**config.mk**
```make
export PLATFORM = sky130hd
export DESIGN_NAME = centroid_accum
export DESIGN_NICKNAME = d
export VERILOG_FILES = /design/src/rtl/centroid_accum.sv
export SDC_FILE = /design/constraint.sdc
export NUM_CORES = 2
export LEC_CHECK = 0
export BUFFER_PORTS_ARGS = -buffer_cell sky130_fd_sc_hd__buf_2
export CAP_MARGIN = 20
export CORE_ASPECT_RATIO = 0.75
export CORE_MARGIN = 2
export CORE_UTILIZATION = 51
export CTS_CLUSTER_SIZE = 12
export DETAILED_ROUTE_END_ITERATION = 8
export PLACE_DENSITY = 0.68
export SYNTH_ARGS = -nofsm -noshare
export SYNTH_HDL_FRONTEND = slang
export SYNTH_SLANG_ARGS = --single-unit
```
**constraint.sdc**
```tcl
create_clock -name clk_in -period 25.2 [get_ports clk_in]
set_input_delay 2.52 -clock clk_in [delete_from_list [all_inputs] [get_ports clk_in]]
set_output_delay 2.52 -clock clk_in [all_outputs]
set_load 0.03 [all_outputs]
```
**src/rtl/centroid_accum.sv**
```systemverilog
// rtl/centroid_accum.sv - K-cluster pixel accumulator with double-buffered serial centroid divider
// Optional feature: define CENTROID_BBOX_EN for per-cluster bounding-box outputs.
module centroid_accum #(
  parameter int K          = 4,
  parameter int X_WIDTH    = 11,
  parameter int Y_WIDTH    = 10,
  parameter int AREA_WIDTH = 20,
  parameter int SUM_WIDTH  = 32
) (
  input  logic                   clk_in,
  input  logic                   rst_in,
  input  logic [X_WIDTH-1:0]     x_in,
  input  logic [Y_WIDTH-1:0]     y_in,
  input  logic [$clog2(K)-1:0]   cluster_in,
  input  logic                   valid_in,
  input  logic                   tabulate_in,
  input  logic [AREA_WIDTH-1:0]  min_area_in,
  output logic [X_WIDTH-1:0]     x_out [K],
  output logic [Y_WIDTH-1:0]     y_out [K],
  output logic [AREA_WIDTH-1:0]  area_out [K],
  output logic                   present_out [K],
`ifdef CENTROID_BBOX_EN
  output logic [X_WIDTH-1:0]     xmin_out [K],
  output logic [X_WIDTH-1:0]     xmax_out [K],
  output logic [Y_WIDTH-1:0]     ymin_out [K],
  output logic [Y_WIDTH-1:0]     ymax_out [K],
`endif
  output logic                   valid_out,
  output logic                   busy_out,
  output logic                   overrun_out
);

  localparam int OPS = 2 * K;
  localparam int OW  = $clog2(OPS);
  localparam int BW  = $clog2(SUM_WIDTH);
  localparam int QW  = (X_WIDTH > Y_WIDTH) ? X_WIDTH : Y_WIDTH;
  localparam logic [OW-1:0] LAST_OP  = OW'(OPS - 1);
  localparam logic [BW-1:0] LAST_BIT = BW'(SUM_WIDTH - 1);

  typedef enum logic [1:0] {IDLE, LOAD, ITER, DONE} state_t;
  state_t state;

  logic [SUM_WIDTH-1:0]  sum_x [K], sum_y [K], nsum_x [K], nsum_y [K];
  logic [AREA_WIDTH-1:0] cnt [K], ncnt [K];
  logic [SUM_WIDTH-1:0]  sh_x [K], sh_y [K];
  logic [AREA_WIDTH-1:0] sh_cnt [K];
  logic [AREA_WIDTH-1:0] sh_min;
  logic                  accept;

  assign busy_out = (state == LOAD) || (state == ITER);
  assign accept   = tabulate_in && !busy_out;

  // A saturated cluster drops the whole pixel so the sums can never wrap.
  always_comb begin
    for (int k = 0; k < K; k++) begin
      nsum_x[k] = sum_x[k];
      nsum_y[k] = sum_y[k];
      ncnt[k]   = cnt[k];
      if (valid_in && int'(cluster_in) == k && cnt[k] != {AREA_WIDTH{1'b1}}) begin
        nsum_x[k] = sum_x[k] + SUM_WIDTH'(x_in);
        nsum_y[k] = sum_y[k] + SUM_WIDTH'(y_in);
        ncnt[k]   = cnt[k] + 1'b1;
      end
    end
  end

  always_ff @(posedge clk_in) begin
    if (rst_in) begin
      for (int k = 0; k < K; k++) begin
        sum_x[k]  <= '0;
        sum_y[k]  <= '0;
        cnt[k]    <= '0;
        sh_x[k]   <= '0;
        sh_y[k]   <= '0;
        sh_cnt[k] <= '0;
      end
      sh_min      <= '0;
      overrun_out <= 1'b0;
    end else begin
      overrun_out <= tabulate_in && busy_out;
      for (int k = 0; k < K; k++) begin
        if (accept) begin
          sh_x[k]   <= nsum_x[k];
          sh_y[k]   <= nsum_y[k];
          sh_cnt[k] <= ncnt[k];
          sum_x[k]  <= '0;
          sum_y[k]  <= '0;
          cnt[k]    <= '0;
        end else begin
          sum_x[k]  <= nsum_x[k];
          sum_y[k]  <= nsum_y[k];
          cnt[k]    <= ncnt[k];
        end
      end
      if (accept) sh_min <= min_area_in;
    end
  end

`ifdef CENTROID_BBOX_EN
  logic [X_WIDTH-1:0] lxmin [K], lxmax [K], nxmin [K], nxmax [K], sxmin [K], sxmax [K];
  logic [Y_WIDTH-1:0] lymin [K], lymax [K], nymin [K], nymax [K], symin [K], symax [K];

  always_comb begin
    for (int k = 0; k < K; k++) begin
      nxmin[k] = lxmin[k];
      nxmax[k] = lxmax[k];
      nymin[k] = lymin[k];
      nymax[k] = lymax[k];
      if (valid_in && int'(cluster_in) == k && cnt[k] != {AREA_WIDTH{1'b1}}) begin
        if (x_in < lxmin[k]) nxmin[k] = x_in;
        if (x_in > lxmax[k]) nxmax[k] = x_in;
        if (y_in < lymin[k]) nymin[k] = y_in;
        if (y_in > lymax[k]) nymax[k] = y_in;
      end
    end
  end

  // Empty live box is min=all-ones, max=0 so the first pixel always wins.
  always_ff @(posedge clk_in) begin
    for (int k = 0; k < K; k++) begin
      if (rst_in || accept) begin
        lxmin[k] <= '1;
        lxmax[k] <= '0;
        lymin[k] <= '1;
        lymax[k] <= '0;
      end else begin
        lxmin[k] <= nxmin[k];
        lxmax[k] <= nxmax[k];
        lymin[k] <= nymin[k];
        lymax[k] <= nymax[k];
      end
      if (rst_in) begin
        sxmin[k] <= '1;
        sxmax[k] <= '0;
        symin[k] <= '1;
        symax[k] <= '0;
      end else if (accept) begin
        sxmin[k] <= nxmin[k];
        sxmax[k] <= nxmax[k];
        symin[k] <= nymin[k];
        symax[k] <= nymax[k];
      end
    end
  end
`endif

  logic [OW-1:0]        op_idx;
  logic [BW-1:0]        bit_cnt;
  logic [SUM_WIDTH-1:0] dvd, den, rem, dvd_nx, rem_nx;
  logic [SUM_WIDTH:0]   trial;
  logic [QW-1:0]        q_buf [OPS];
  logic [QW-1:0]        q_fin [OPS];
  logic [QW-1:0]        q_now;

  // One restoring step: quotient bits shift into the dividend register.
  always_comb begin
    trial = {rem, dvd[SUM_WIDTH-1]} - {1'b0, den};
    if (!trial[SUM_WIDTH]) begin
      rem_nx = trial[SUM_WIDTH-1:0];
      dvd_nx = {dvd[SUM_WIDTH-2:0], 1'b1};
    end else begin
      rem_nx = {rem[SUM_WIDTH-2:0], dvd[SUM_WIDTH-1]};
      dvd_nx = {dvd[SUM_WIDTH-2:0], 1'b0};
    end
  end

  assign q_now = (den == '0) ? '0 : dvd_nx[QW-1:0];

  always_comb begin
    for (int i = 0; i < OPS; i++) begin
      q_fin[i] = (op_idx == OW'(i)) ? q_now : q_buf[i];
    end
  end

  always_ff @(posedge clk_in) begin
    valid_out <= 1'b0;
    if (rst_in) begin
      state   <= IDLE;
      op_idx  <= '0;
      bit_cnt <= '0;
      dvd     <= '0;
      den     <= '0;
      rem     <= '0;
      for (int i = 0; i < OPS; i++) q_buf[i] <= '0;
      for (int k = 0; k < K; k++) begin
        x_out[k]       <= '0;
        y_out[k]       <= '0;
        area_out[k]    <= '0;
        present_out[k] <= 1'b0;
`ifdef CENTROID_BBOX_EN
        xmin_out[k]    <= '0;
        xmax_out[k]    <= '0;
        ymin_out[k]    <= '0;
        ymax_out[k]    <= '0;
`endif
      end
    end else begin
      case (state)
        IDLE, DONE: begin
          op_idx <= '0;
          state  <= tabulate_in ? LOAD : IDLE;
        end
        LOAD: begin
          dvd     <= op_idx[0] ? sh_y[op_idx[OW-1:1]] : sh_x[op_idx[OW-1:1]];
          den     <= SUM_WIDTH'(sh_cnt[op_idx[OW-1:1]]);
          rem     <= '0;
          bit_cnt <= '0;
          state   <= ITER;
        end
        ITER: begin
          dvd     <= dvd_nx;
          rem     <= rem_nx;
          bit_cnt <= bit_cnt + 1'b1;
          if (bit_cnt == LAST_BIT) begin
            q_buf[op_idx] <= q_now;
            if (op_idx == LAST_OP) begin
              for (int k = 0; k < K; k++) begin
                x_out[k]       <= q_fin[2*k][X_WIDTH-1:0];
                y_out[k]       <= q_fin[2*k+1][Y_WIDTH-1:0];
                area_out[k]    <= sh_cnt[k];
                present_out[k] <= (sh_cnt[k] != '0) && (sh_cnt[k] >= sh_min);
`ifdef CENTROID_BBOX_EN
                xmin_out[k]    <= sxmin[k];
                xmax_out[k]    <= sxmax[k];
                ymin_out[k]    <= symin[k];
                ymax_out[k]    <= symax[k];
`endif
              end
              valid_out <= 1'b1;
              state     <= DONE;
            end else begin
              op_idx <= op_idx + 1'b1;
              state  <= LOAD;
            end
          end
        end
        default: state <= IDLE;
      endcase
    end
  end

endmodule

```
* Word-level counts from Yosys, hierarchy flattened
Memory sizes are Yosys's and may differ from the RTL's. A register that Yosys moved wholly into a read port is not among the register bits. Cells that the tools add are included.
Storage, ports and cells: flip-flop bits (word level) 190, RAM bits 760, input port bits 47, output and inout port bits 171, word-level logic and storage cells 207, memories 7
Memory list:
- sh_x | words 4, width 32, read ports 1, clocked after memory_dff 1, wr ports 4, line 45 | logic [SUM_WIDTH-1:0] sh_x [K], sh_y [K];
- sh_y | words 4, width 32, read ports 1, clocked after memory_dff 1, wr ports 4, line 45
- sum_x | words 4, width 32, read ports 4, clocked after memory_dff 0, wr ports 4, line 43 | logic [SUM_WIDTH-1:0] sum_x [K], sum_y [K], nsum_x [K], nsum_y [K];
- sum_y | words 4, width 32, read ports 4, clocked after memory_dff 0, wr ports 4, line 43
- q_buf | words 8, width 11, read ports 7, clocked after memory_dff 7, wr ports 8, line 151 | logic [QW-1:0] q_buf [OPS];
- cnt | words 4, width 20, read ports 4, clocked after memory_dff 0, wr ports 4, line 44 | logic [AREA_WIDTH-1:0] cnt [K], ncnt [K];
- +1 memories
Cells by class: $add $sub $neg 15, magnitude comparators 4, equality and inequality tests 14, mux-type cells 82, bitwise operators 38, reduce and logical (&&, ||, !) cells 30
Operator list (count):
- 32-bit two-way mux | 34
- 20-bit two-way mux | 16
- 32-bit by 10-bit adder with 32-bit output | 4
- 32-bit by 11-bit adder with 32-bit output | 4
- 32-bit one-hot mux with 2 select lines | 2
- 20-bit by 1-bit adder with 20-bit output (second input constant) | 4
- 20-bit >= comparator | 4
- 20-bit != test (second input constant) | 4
- 20-bit nonzero test | 4
- 1-bit bitwise OR | 36
- 33-bit by 20-bit subtractor with 33-bit output | 1
- 32-bit zero test | 1
- 11-bit two-way mux | 2
- 1-bit two-way mux | 16
- 1-bit logical AND | 14
- 2-bit two-way mux | 6
- 11-bit OR reduction | 1
- 5-bit one-hot mux with 2 select lines | 1
- 3-bit two-way mux | 3
- 2-bit equality test (second input constant) | 4
- 2-bit one-hot mux with 3 select lines | 1
- 3-bit one-hot mux with 2 select lines | 1
- 3-bit AND reduction | 2
- 5-bit by 1-bit adder with 5-bit output (second input constant) | 1
- 13 further kinds | 17

* Depth between registers and ports, before layout
depth after elaboration 9, depth in mapped cells 13, depth with buffers taken out 12

* Worst setup path after synthesis
OpenSTA, ideal clock, no wires.
path type input-to-reg, start point input port rst_in, end point memory sh_cnt[0][0], enable pin, library setup time 0.832 ns, arrival time 12.756 ns, required time 24.368 ns, slack 11.612 ns, stages 6, path buffers 4, cells stage by stage clkbuf_1 -> a21oi_1 -> inv_1 -> clkbuf_1 -> clkbuf_1 -> clkbuf_1
RTL lines:
- start, declared | line 11 | input logic rst_in,
- end, declared | line 46 | logic [AREA_WIDTH-1:0] sh_cnt [K];

==> results.py <==
metrics = {
    "timing": {
        "hold-worst-slack_ns": 0.450,
        "worst_slew_pin_slew_ns": 1.15,
        "relSlewSlack": 0.230,
        "rsz0062_at_grt": "no",
        "clock_skew_ns": 0.0245,
        "max_freq_mhz": 161,
        "timing.final.max_slew_violations": 0,
        "period_share": 0.247,
        "final_hold_violation_count": 0,
        "total_of_endpoints_with_negative_setup_slack_in_the_final_report": 0,
        "setup-tns-final_ns": 0,
        "finalCriticalPeriod_ns": 6.22,
    },
    "logic_synthesis": {
        "ys_async_sr_fraction": 0,
        "synth_top_cell_area_share": 0.418,
        "synth_common_cells": "nor2_1 (835), edfxtp_1 (746), nand2_1 (622)",
        "synth-seq-cells": 1032,
        "post_synth_xor_area_fraction": 0.0366,
        "yosysMostFrequentCell": "nor2_1",
        "number_of_instances_in_the_synthesized_netlist": 5286,
        "synth_adder_area_share": 0.0489,
        "synth_edf_count": 746,
        "synthesized_area_fraction_occupied_by_ao_oa_aoi_and_oai_cells": 0.0987,
        "ys_top_cells_by_area": "edfxtp_1 (42%), dfxtp_1 (11%), nor2_1 (5.8%)",
        "post_synth_instance_area_sq_um": 53600,
        "synthesis.area_per_instance_sq_um": 10.1,
        "synth_simple_gate_area_frac": 0.188,
        "post_synth_num_cell_types": 71,
        "ys_seq_area_frac": 0.525,
        "synth_top_family_by_area": "simple AND/OR/NAND/NOR gates",
        "synth_largest_area_cell": "edfxtp_1",
        "proportion_of_synthesized_area_in_mux_cells": 0.0712,
        "yosysWarningCount": 0,
        "main_synth_ff_type": "edfxtp_1",
    },
    "setup_path": {
        "timing.critical_path.mode_cell": "buf_4",
        "critPathMaxStageDelay_ns": 0.84,
        "worstRegToRegCells": 9,
        "critical_path.startpoint": "tabulate_in",
        "crit_path_cell_trace": "buf_2 > nand2_2 > buf_4 > or2_4 > buf_4 > buf_4 > nor3_1 > a311oi_1 > o311ai_0",
        "critical_r2r_launch": "state[0]$_SDFFE_PP0N_",
        "critical_path.endpoint_type": "register",
        "path_depth": 9,
        "slowest_stage": "or2_4",
        "setup.worst_path.class": "in -> reg",
        "cp_data_arrival_time_ns": 6.61,
        "required_ns": 25.59,
        "rrSetupSlack_ns": 19.31,
        "critical_path_start_type": "input port",
        "timing.critical_path.fanout_max": 81,
        "critical-path-top-delay-family": "buffers and inverters",
        "r2r-end": "cnt[2][15]$_SDFFCE_PN0P_",
        "crit_path_end": "sh_x[2][12]$_SDFFCE_PN0P_",
        "cp_num_buf_inv": 4,
    },
    "cells_and_area": {
        "fraction_of_layout_cells_with_a_size_suffix_above_1": 0.0946,
        "post-route-util": 0.582,
        "nNetsFinal": 5927,
        "area.growth.synth_to_final_pct": 12.6,
        "fillerInstances": 8749,
    },
    "drt": {
        "dr.pass1.iters": 6,
        "post-route-drc-count": 0,
        "drtIter0Drc": 4549,
        "detail_route.wl_per_cell_microns": 19.9,
        "dr_total_vias": 41200,
        "drt_wl_total_microns": 143000,
        "avgViaCountPerCell": 5.75,
        "antenna_violating_nets_post_route": 0,
    },
    "clocking": {
        "clock_latency_ns": 0.70,
        "post-cts-setup-buffer-count": 0,
        "tritoncts_num_sinks": 1032,
        "h_tree_lvls": 3,
        "tritoncts": "yes",
        "total_cts_buffers": 105,
        "clk_pin_slew_worst_paths_ns": 0.06,
        "post_cts_resized": 0,
        "cts_max_path_buffers": 3,
        "ctsHoldBuffers": 0,
        "cts_root_buf": "clkbuf_16",
    },
    "power_and_ir_drop": {
        "power.leakage_nw": 22.2,
        "maximum_resistive_drop_on_vdd_mv": 0.0572,
        "power_w": 0.00398,
        "pwr_density_cell_nw_per_um2": 65.9,
    },
    "global_route": {
        "global_route_wire_length_before_repair_microns": 220000,
        "grt_overflow": 0,
        "groute.usage.overall": 0.261,
        "first_global_vias": 38600,
        "grt_max_degree": 188,
        "antenna_violations_before_repair": 7,
    },
    "floorplanning": {
        "row_count": 102,
        "core_sq_um": 104000,
        "io_pins": 218,
        "die_area_sq_um": 108000,
        "die_y_microns": 285,
        "die_width_microns": 378,
        "floorplan.initialDensity": 0.517,
    },
    "outcome": {
        "run_status": "completed",
    },
    "hold_path": {
        "hold_class": "reg -> reg",
    },
    "job": {
        "max-cap-violations": 0,
    },
    "placed_design": {
        "detailedPlacementHpwl_microns": 97900,
        "place.port_buffers": 217,
        "globalplace.congestion": 0.933,
    },
}
cell families (layout without fill, tap and decap cells):
logic type               count (synthesis)  count (layout)
AND/OR/NAND/NOR                       2215            2215
buffers and inverters                  449             589
flip-flops                            1032            1032
multiplexers                           276             276
XOR/XNOR                               224             224
AO/OA/AOI/OAI                          885             885
other                                    1             340
adder cells (fa/ha/maj)                204             204
sequential cells by signal, summed over array words and instances (netlist names), 40 cells and up, named ones only:
signal	flops
area_out	80
sh_y	128
sh_cnt	80
x_out	44
sum_y	128
q_buf	74
y_out	40
sh_x	128
sum_x	128
cnt	80
worst min-delay path, stage by stage, from the launching register on:
cell and delay, ns:
dfxtp_1 0.30, nand2_1 0.05, a21oi_1 0.05
per-layer routing:
layer,vias up,part of all wire,track usage,wire length (microns)
met2,1611,0.44,0.385,62200
met3,275,0.093,0.0611,13200
met1,19800,0.44,0.380,62600
met5,-,0.00020,0,29
li1,19500,-,-,-
met4,6,0.031,0.0834,4390
report_power, final:
part           internal, W  total, W  switching (W)
clock network     0.000860   0.00153       0.000666
registers          0.00192   0.00200      0.0000772
logic             0.000158  0.000449       0.000292
total              0.00294   0.00398        0.00103
placed cells by master (no fill, tap or decap), types with 18 or more instances in the layout:
| cell | count |
|---|---|
| nor2b_1 | 38 |
| clkbuf_1 | 43 |
| nand3_1 | 154 |
| inv_1 | 119 |
| a21o_1 | 56 |
| nor3_1 | 87 |
| nand4_1 | 75 |
| mux4_2 | 84 |
| mux2i_1 | 192 |
| a211oi_1 | 18 |
| a21oi_1 | 437 |
| o311ai_0 | 20 |
| buf_4 | 55 |
| o21ai_0 | 148 |
| or3_1 | 81 |
| nor4_1 | 69 |
| dfxtp_1 | 282 |
| a31oi_1 | 27 |
| xor2_1 | 96 |
| and4_1 | 18 |
| nand2_1 | 621 |
| and2_1 | 23 |
| buf_2 | 217 |
| edfxtp_1 | 746 |
| or4_1 | 19 |
| o21a_1 | 21 |
| xnor2_1 | 128 |
| clkbuf_16 | 107 |
| ha_1 | 194 |
| and3_1 | 53 |
| nand2b_1 | 95 |
| a2111oi_0 | 20 |
| nor2_1 | 832 |
| conb_1 | 336 |
final cells by class:
| type | count | area, sq um | area share |
|---|---|---|---|
| sequential | 1032 | 28100 | 0.466 |
| multi-input combinational | 4140 | 25100 | 0.416 |
| clock buffer | 163 | 2970 | 0.0491 |
| tap | 1404 | 1760 | 0.0291 |
| timing repair buffer | 277 | 1580 | 0.0261 |
| inverter | 120 | 458 | 0.00759 |
| clock inverter | 29 | 320 | 0.00531 |
| antenna | 4 | 10.0 | 0.000166 |
worst min-delay path by stage:
stage                                          from                   endpoint  cells after the start
after detailed placement  area_out[28]$_SDFFE_PP0P_  area_out[28]$_SDFFE_PP0P_                      2
after CTS                    y_out[26]$_SDFFE_PP0P_     y_out[26]$_SDFFE_PP0P_                      2
after global placement       x_out[36]$_SDFFE_PP0P_     x_out[36]$_SDFFE_PP0P_                      2
final                     area_out[47]$_SDFFE_PP0P_  area_out[47]$_SDFFE_PP0P_                      2
after floorplan                rem[22]$_SDFFE_PP0N_       rem[22]$_SDFFE_PP0N_                      2
after global routing         x_out[21]$_SDFFE_PP0P_     x_out[21]$_SDFFE_PP0P_                      2
metrics by stage:
step / instance area [sq um] / cells / worst slack [ns]
final: 60400 / 7169 / 18.98
after global routing: 60300 / 7167 / 18.59
after CTS: 60300 / 7161 / 18.92
after detailed placement: 57000 / 6969 / 18.18
after global placement: 57000 / 6967 / 18.27
after floorplan: 54800 / 5621 / 11.61
Power figures use the tool's default switching activity.
